[config.mk]
export PLATFORM = sky130hd
export DESIGN_NAME = fault_response_monitor
export DESIGN_NICKNAME = d
export VERILOG_FILES = /design/src/rtl/fault_response_monitor.sv
export SDC_FILE = /design/constraint.sdc
export NUM_CORES = 1
export LEC_CHECK = 0
export CORE_ASPECT_RATIO = 0.75
export CORE_MARGIN = 1.5
export CORE_UTILIZATION = 43
export CTS_CLUSTER_SIZE = 10
export DETAILED_ROUTE_END_ITERATION = 8
export HOLD_SLACK_MARGIN = 0.1
export PLACE_DENSITY = 0.95
export SLEW_MARGIN = 20
export SYNTH_ARGS = -nofsm -noshare
export SYNTH_HDL_FRONTEND = slang
export SYNTH_SLANG_ARGS = --single-unit
[constraint.sdc]
create_clock -name clk -period 4.9 [get_ports clk]
set_input_delay 1.225 -clock clk [delete_from_list [all_inputs] [get_ports clk]]
set_output_delay 1.225 -clock clk [all_outputs]
set_load 0.01 [all_outputs]
[src/rtl/fault_response_monitor.sv]
// fault_response_monitor
// Per-fault-pass output checker for the fault-injection campaign. Compares
// each accepted DUT sample against its golden sample, tracks detection,
// first failing step and a saturating mismatch count, and hands one result
// record per fault ID to the logger over a valid/ready handshake.
// Optional feature: define FRM_MISR_EN to build the MISR signature register;
// without it res_signature is tied to zero.

module fault_response_monitor #(
  parameter int              DW    = 25,
  parameter int              STEPS = 128,
  parameter int              FIDW  = 16,
  parameter int              CNTW  = 8,
  parameter logic [DW-1:0]   POLY  = 'h0000009
) (
  input  logic            clk,
  input  logic            rst,
  input  logic            start,
  input  logic [FIDW-1:0] fid,
  input  logic            obs_valid,
  input  logic [DW-1:0]   obs_data,
  input  logic [DW-1:0]   gold_data,
  output logic            busy,
  output logic            res_valid,
  input  logic            res_ready,
  output logic [FIDW-1:0] res_fid,
  output logic            res_detected,
  output logic [7:0]      res_first_step,
  output logic [CNTW-1:0] res_mismatch_cnt,
  output logic [DW-1:0]   res_signature
);

  // IDLE   : waiting for a start pulse; record fields hold the last result
  // RUN    : accepting samples, record fields accumulate in place
  // REPORT : record frozen, res_valid high until the logger accepts it
  typedef enum logic [1:0] {
    S_IDLE   = 2'd0,
    S_RUN    = 2'd1,
    S_REPORT = 2'd2
  } state_t;

  localparam logic [7:0]      LAST_STEP = 8'(STEPS - 1);
  localparam logic [7:0]      NO_STEP   = 8'hFF;
  localparam logic [CNTW-1:0] CNT_ONE   = CNTW'(1);

  state_t          state_q;
  logic [7:0]      step_q;
  logic            busy_q;
  logic            res_valid_q;
  logic [FIDW-1:0] fid_q;
  logic            det_q;
  logic [7:0]      first_q;
  logic [CNTW-1:0] cnt_q;

  logic            miss;
  logic [CNTW-1:0] cnt_d;
  logic [7:0]      step_d;

  // Compare is purely combinational on the sampling-cycle inputs.
  assign miss   = (obs_data != gold_data);
  assign cnt_d  = (&cnt_q) ? cnt_q : (cnt_q + CNT_ONE);
  assign step_d = step_q + 8'd1;

  // Pass sequencing; record fields double as the working accumulators so
  // they stay frozen once REPORT is reached.
  always_ff @(posedge clk or posedge rst) begin
    if (rst) begin
      state_q     <= S_IDLE;
      step_q      <= 8'd0;
      busy_q      <= 1'b0;
      res_valid_q <= 1'b0;
      fid_q       <= '0;
      det_q       <= 1'b0;
      first_q     <= NO_STEP;
      cnt_q       <= '0;
    end else begin
      case (state_q)
        S_IDLE: begin
          if (start) begin
            state_q <= S_RUN;
            busy_q  <= 1'b1;
            fid_q   <= fid;
            step_q  <= 8'd0;
            det_q   <= 1'b0;
            first_q <= NO_STEP;
            cnt_q   <= '0;
          end
        end
        S_RUN: begin
          if (obs_valid) begin
            if (miss) begin
              cnt_q <= cnt_d;
              det_q <= 1'b1;
              if (first_q == NO_STEP) first_q <= step_q;
            end
            step_q <= step_d;
            if (step_q == LAST_STEP) begin
              state_q     <= S_REPORT;
              res_valid_q <= 1'b1;
            end
          end
        end
        S_REPORT: begin
          if (res_ready) begin
            state_q     <= S_IDLE;
            busy_q      <= 1'b0;
            res_valid_q <= 1'b0;
          end
        end
        default: begin
          state_q     <= S_IDLE;
          busy_q      <= 1'b0;
          res_valid_q <= 1'b0;
        end
      endcase
    end
  end

  assign busy             = busy_q;
  assign res_valid        = res_valid_q;
  assign res_fid          = fid_q;
  assign res_detected     = det_q;
  assign res_first_step   = first_q;
  assign res_mismatch_cnt = cnt_q;

`ifdef FRM_MISR_EN
  logic [DW-1:0] sig_q;
  logic [DW-1:0] sig_d;
  logic          sig_clr;
  logic          sig_en;

  assign sig_clr = (state_q == S_IDLE) && start;
  assign sig_en  = (state_q == S_RUN) && obs_valid;

  // Next MISR value: shift, fold back the polynomial on MSB, absorb sample.
  always_comb begin
    sig_d = {sig_q[DW-2:0], 1'b0} ^ obs_data;
    if (sig_q[DW-1]) sig_d = sig_d ^ POLY;
  end

  // Signature register, cleared when a pass opens.
  always_ff @(posedge clk or posedge rst) begin
    if (rst) begin
      sig_q <= '0;
    end else if (sig_clr) begin
      sig_q <= '0;
    end else if (sig_en) begin
      sig_q <= sig_d;
    end
  end

  assign res_signature = sig_q;
`else
  assign res_signature = '0;
`endif

endmodule

==> results.sh <==
export IMPL_slew_viol_final=0
export IMPL_register_area_um2=1136
export IMPL_ios=131
export IMPL_outcome="completed"
export IMPL_vias=2287
export IMPL_coreArea_um2=5766
export IMPL_power_density_nw_per_um2=388.2
export IMPL_grt_max_degree=46
export IMPL_rrSetupSlack_ns=2.43
export IMPL_fin_ws_ns=1.776
export IMPL_insertion_delay_ns=0.30
export IMPL_ys_types=36
export IMPL_ys_warn_count=0
export IMPL_antenna_found_initial=0
export IMPL_path_delay_family="simple AND/OR/NAND/NOR gates"
export IMPL_routedWlPerCell_um=13.26
export IMPL_drt_total_wl_mm=6.231
export IMPL_via_per_inst=4.866
export IMPL_cts_sinks=45
export IMPL_postRouteAntennaNets=0
export IMPL_grt_overflow_total=0
export IMPL_max_stage_delay_ns=0.47
export IMPL_tritoncts="built"
export IMPL_cap_violations=0
export IMPL_grt_pass1_wl_mm=10.32
export IMPL_final_util=0.6406
export IMPL_nets=464
export IMPL_finalCritPeriodShare=0.6375
export IMPL_crit_path_top_delay_cell="clkdlybuf4s50_1"
export IMPL_critPathMaxFanout=14
export IMPL_dp_slack_ns=1.433
export IMPL_period_needed_ns=3.124
export IMPL_clk_pin_slew_ns=0.08
export IMPL_cp_end_kind="flip-flop"
export IMPL_layout_cells_non_filler=470
export IMPL_p_leak_nw=1.619
export IMPL_rsz0062_at_grt="false"
export IMPL_arrival_ns=3.35
export IMPL_htree_levels=2
export IMPL_clock_tree_buffer_depth=2
export IMPL_die_h_um=69.72
export IMPL_clk_root_buffer_cell="clkbuf_8"
export IMPL_vdd_drop_max_v=0.0002279
export IMPL_dieArea_um2=6412
export IMPL_worstPathCellList="clkdlybuf4s50_1 -> xnor2_1 -> nand4_1 -> nor4_4 -> nand4_2 -> and3_1 -> mux2i_1"
export IMPL_post_place_cells=462
export IMPL_worst_path_buf_inv=1
export IMPL_worstSetupStartpointType="primary input"
export IMPL_area_growth_pct=44.71
export IMPL_max_freq_ghz=0.3201
export IMPL_drt_pass1_iter_count=4
export IMPL_finClkSkew_ns=0.003843
export IMPL_seq_area_frac_synth=0.4451
export IMPL_drcViolationCount=0
export IMPL_required_ns=5.12
export IMPL_path_class="primary input to flip-flop"
export IMPL_drive_gt1_frac=0.06633
export IMPL_worst_hold_path_type="flip-flop to flip-flop"
export IMPL_initial_utilization=0.4427
export IMPL_num_fill_cells=471
export IMPL_syn_cell_area_um2=2552
export IMPL_die_w_um=91.97
export IMPL_cts_resized=0
export IMPL_max_slew_worst_pin_slew_ns=0.9187
export IMPL_place_gp_congestion=0.7926
export IMPL_ys_seq_elements=45
export IMPL_setup_tns_ns=0
export IMPL_numCtsBuffers=5
export IMPL_grtUsageTotal=0.2032
export IMPL_port_buffers=105
export IMPL_hold_violations=0
export IMPL_relSlewSlack=0.3866
export IMPL_syn_avg_cell_area_um2=8.894
export IMPL_rows=24
export IMPL_setup_viol=0
export IMPL_hold_buffers=0
export IMPL_diodes=0
export IMPL_postSynthCellCount=287
export IMPL_hpwl_mm=4.730
export IMPL_grt_pass1_vias=2225
export IMPL_post_cts_repair_setup_buffers=0
export IMPL_first_iter_violations=123
export IMPL_multiInputGateArea_um2=1217
## layout make-up
type | count | area share
Clock buffer | 7 | 0.02337
Clock inverter | 1 | 0.008130
Inverter | 16 | 0.01626
Multi-Input combinational cell | 216 | 0.3296
Sequential cell | 45 | 0.3076
Tap cell | 78 | 0.02642
Timing Repair Buffer | 107 | 0.2886
## final timing paths
check                                          to  cells after the start           from
worst min-delay path                  res_fid[14]                      2    res_fid[14]
max in group asynchronous            res_detected                      2            rst
worst max register to register  res_first_step[0]                      6     state_q[0]
worst min register to register        res_fid[14]                      2    res_fid[14]
worst max-delay path            res_first_step[0]                      7  gold_data[20]
min in group asynchronous              res_fid[4]                      2            rst
## cell families after synthesis
family,share of synthesized area
XOR/XNOR,0.1029
multiplexers,0.04363
adder cells (fa/ha/maj),0.009802
flip-flops,0.4451
other,0.001469
AND/OR/NAND/NOR,0.2299
AO/OA/AOI/OAI,0.05196
buffers and inverters,0.1152
## through the flow
stage	total power [mW]	cell area, um^2	hold WS (ns)
floorplan	0.8485	2643	0.4762
finish	1.434	3694	0.4785
global route	1.521	3694	0.5023
global placement	1.118	3577	0.4575
detailed placement	1.146	3577	0.4624
CTS	1.445	3694	0.4831
## worst min-delay path: stages, from the launching register on
cell and delay, ns:
dfrtp_1 0.35, nand2_1 0.05, nand2_1 0.06
## layer usage
layer / global-route usage / routed length (um) / vias to the layer above
met5: 0 / 0 / -
met4: 0.06496 / 85 / 0
met3: 0.04167 / 332 / 11
met2: 0.3531 / 3206 / 89
met1: 0.2530 / 2607 / 1092
li1: - / - / 1095
## Yosys cell counts, drive strengths merged
cell | number | area, um^2
nor4 | 8 | 65.06
nand4 | 11 | 75.07
clkbuf | 6 | 22.52
mux2i | 10 | 100.1
nand3b | 1 | 7.510
dfstp | 8 | 210.2
xor2 | 14 | 122.6
nor3b | 1 | 7.510
nor4b | 1 | 8.760
nand2 | 65 | 246.5
conb | 1 | 3.750
a21oi | 10 | 53.80
nor3 | 3 | 15.01
a21o | 4 | 30.03
ha | 2 | 25.02
or2 | 2 | 12.52
dfrtp | 37 | 925.9
nor2 | 19 | 71.32
o21ai | 8 | 40.04
nand3 | 9 | 45.04
mux2 | 1 | 11.26
inv | 16 | 60.06
and3 | 2 | 12.51
or3 | 1 | 6.260
or2b | 1 | 7.510
buf | 28 | 211.5
xnor2 | 16 | 140.1
nor2b | 1 | 6.260
a31o | 1 | 8.760
## state kept, by name, indices dropped and copies added (netlist names)
signal            flops
step_q                8
res_detected          1
res_fid              16
res_valid             1
busy                  1
state_q               2
res_first_step        8
res_mismatch_cnt      8
## power breakdown
part	switching, mW	internal (mW)	leakage, nW	total, mW
logic	0.234	0.303	1.01	0.537
registers	0.0998	0.506	0.550	0.606
clock network	0.125	0.166	0.0585	0.291
total	0.459	0.975	1.62	1.43
## cell usage in the layout, fill, tap and decap left out, types with 9 or more instances in the layout
cell type,count
nand4_1,10
mux2i_1,10
dfrtp_1,37
nor2_1,19
xor2_1,14
clkdlybuf4s50_1,105
conb_1,25
xnor2_1,16
nand2_1,64
a21oi_1,9
inv_1,15
nand3_1,9
(Power assumes the default switching activity.)
==> edit, RTL diff (same settings) <==
Set the parameter `FIDW` to 8 (it was 16).
--- a/src/rtl/fault_response_monitor.sv
+++ b/src/rtl/fault_response_monitor.sv
@@ -10,5 +10,5 @@
   parameter int              DW    = 25,
   parameter int              STEPS = 128,
-  parameter int              FIDW  = 16,
+  parameter int              FIDW  = 8,
   parameter int              CNTW  = 8,
   parameter logic [DW-1:0]   POLY  = 'h0000009
Interface: changed (resized fid and res_fid); port bits go from 131 to 115. The function was not compared with the original's and may differ.
==> edit against the original RTL <==
  * Sequential cell count shrank 8
  * Count of clock-buffer cells in the layout grew 1
  * Synthesized cell count shrank 16%
  * Hold slack lost 0.0035 ns
  * Routed wire length shrank 21%
  * Design area shrank 15%
  * Setup slack lost 0.054 ns
  * Critical path depth is the same
  * Synthesized area shrank 13%
  * Utilization shrank 0.53 points
  * Critical path type unchanged
  * Largest cell class unchanged
Power is not compared: it rests on default switching activity, and its combinational part moved more than twofold at a synthesized area within 25%.
==> edit: results (changes against the original RTL) <==
stage,metric,value,unit,change
place,dpl hpwl,3804,um,was 4730 um
timing,largest clock skew in the final design,0.002956,ns,was 0.003843 ns
detailed_routing,DR vias/cell,4.979,,was 4.866
place,quantity of I/O buffers inserted on ports,89,,was 105
synth,share of synthesized area occupied by flip-flops and latches,41.90,%,was 44.51%
worst_setup_path,"Data arrival, critical path",3.41,ns,was 3.35 ns
synth,biggest area contributors in the synthesized netlist,"dfrtp_1, xor2_1, dfstp_2",,"was dfrtp_1, nand2_1, dfstp_2"
place,total instance count after detailed placement,382,,was 462
synth,count of distinct cell types in the synthesized netlist,42,,was 36
cells_and_area,filler instances,422,,was 471
clocking,clock latency at the later pin of the worst-skew pair,0.28,ns,was 0.30 ns
timing,Max transition margin,43.34,%,was 38.66%
status,status,completed,,unchanged
global_routing,overall global routing resource usage,18.86,%,was 20.32%
detailed_routing,total detailed-routing wirelength,4924,um,was 6231 um
cells_and_area,fraction of final layout cells sized beyond drive strength 1,9.394,%,was 6.633%
global_routing,global-route wire length before repair,8238,um,was 10320 um
cells_and_area,non-filler cells in the finished layout,390,,was 470
detailed_routing,drt initial violations,95,,was 123
worst_setup_path,Register-to-Register Setup Slack,2.81,ns,was 2.43 ns
global_routing,vias in the first global route,1830,,was 2225
synth,leading cell types by count after synthesis,"nand2_1, dfrtp_1, xor2_1, buf_4, o31ai_1",,"was nand2_1, dfrtp_1, buf_4, nor2_1"
global_routing,largest net degree at the start of global routing,38,,was 46
timing,minimum hold slack,0.4750,ns,was 0.4785 ns
clocking,clock buffer depth,2,,unchanged
synth,cell count after synthesis,240,,was 287
worst_setup_path,Worst Path Max Fanout,23,,was 14
[edit: cells by family (layout without fill, tap and decap cells)]
family | after synthesis | count (layout) | share of synthesized area [%]
AO/OA/AOI/OAI | 39 | 39 | 12.44
adder cells (fa/ha/maj) | 2 | 2 | 1.120
multiplexers | 2 | 2 | 0.9524
other | 1 | 25 | 0.1679
XOR/XNOR | 29 | 29 | 11.37
AND/OR/NAND/NOR | 93 | 93 | 20.34
flip-flops | 37 | 37 | 41.90
buffers and inverters | 37 | 103 | 11.71
[edit: critical path: stages]
cell and delay [ns]:
clkdlybuf4s50_1 0.41, xor2_1 0.17, nor4_2 0.28, nand4_1 0.17, o21ai_2 0.72, o221a_2 0.33
a31o_2 0.09
[edit: through the flow]
| stage | total power (uW) | cell area (um2) | setup WS, ns |
|---|---|---|---|
| finish | 903.5 | 3148 | 1.722 |
| global route | 961.4 | 3148 | 1.549 |
| CTS | 910.3 | 3148 | 1.707 |
| detailed placement | 691.9 | 3058 | 1.411 |
| global placement | 682.6 | 3058 | 1.495 |
| floorplan | 560.6 | 2323 | 2.385 |
[edit: power by group]
| part | switching [uW] | total (uW) | internal, uW | leakage (uW) |
|---|---|---|---|---|
| clock network | 100 | 215 | 115 | 0.0000455 |
| logic | 110 | 264 | 155 | 0.000874 |
| registers | 64.0 | 424 | 360 | 0.000446 |
| total | 274 | 904 | 629 | 0.00136 |
[edit: worst paths after layout]
path | startpoint | endpoint | cells past startpoint
setup / recovery | gold_data[18] | res_mismatch_cnt[1] | 7
hold / removal | res_fid[1] | res_fid[1] | 2
setup reg to reg | state_q[0] | res_mismatch_cnt[1] | 5
hold reg to reg | res_fid[1] | res_fid[1] | 2
max in group asynchronous | rst | res_first_step[1] | 3
min in group asynchronous | rst | res_fid[7] | 3
[edit: area by class of cell]
| class | instances | area [um2] | area share [%] |
|---|---|---|---|
| Multi-Input combinational cell | 190 | 1126 | 35.77 |
| Sequential cell | 37 | 935.9 | 29.73 |
| Timing Repair Buffer | 91 | 905.9 | 28.78 |
| Clock buffer | 8 | 90.09 | 2.862 |
| Tap cell | 60 | 75.07 | 2.385 |
| Inverter | 4 | 15.01 | 0.4769 |
[edit: layer usage]
metal | up-vias | track usage (%) | routed length [um]
met2 | 72 | 32.58 | 2440
met5 | - | 0 | 0
met3 | 8 | 6.030 | 359
met4 | 0 | 5.645 | 57
met1 | 902 | 22.62 | 2067
li1 | 960 | - | -
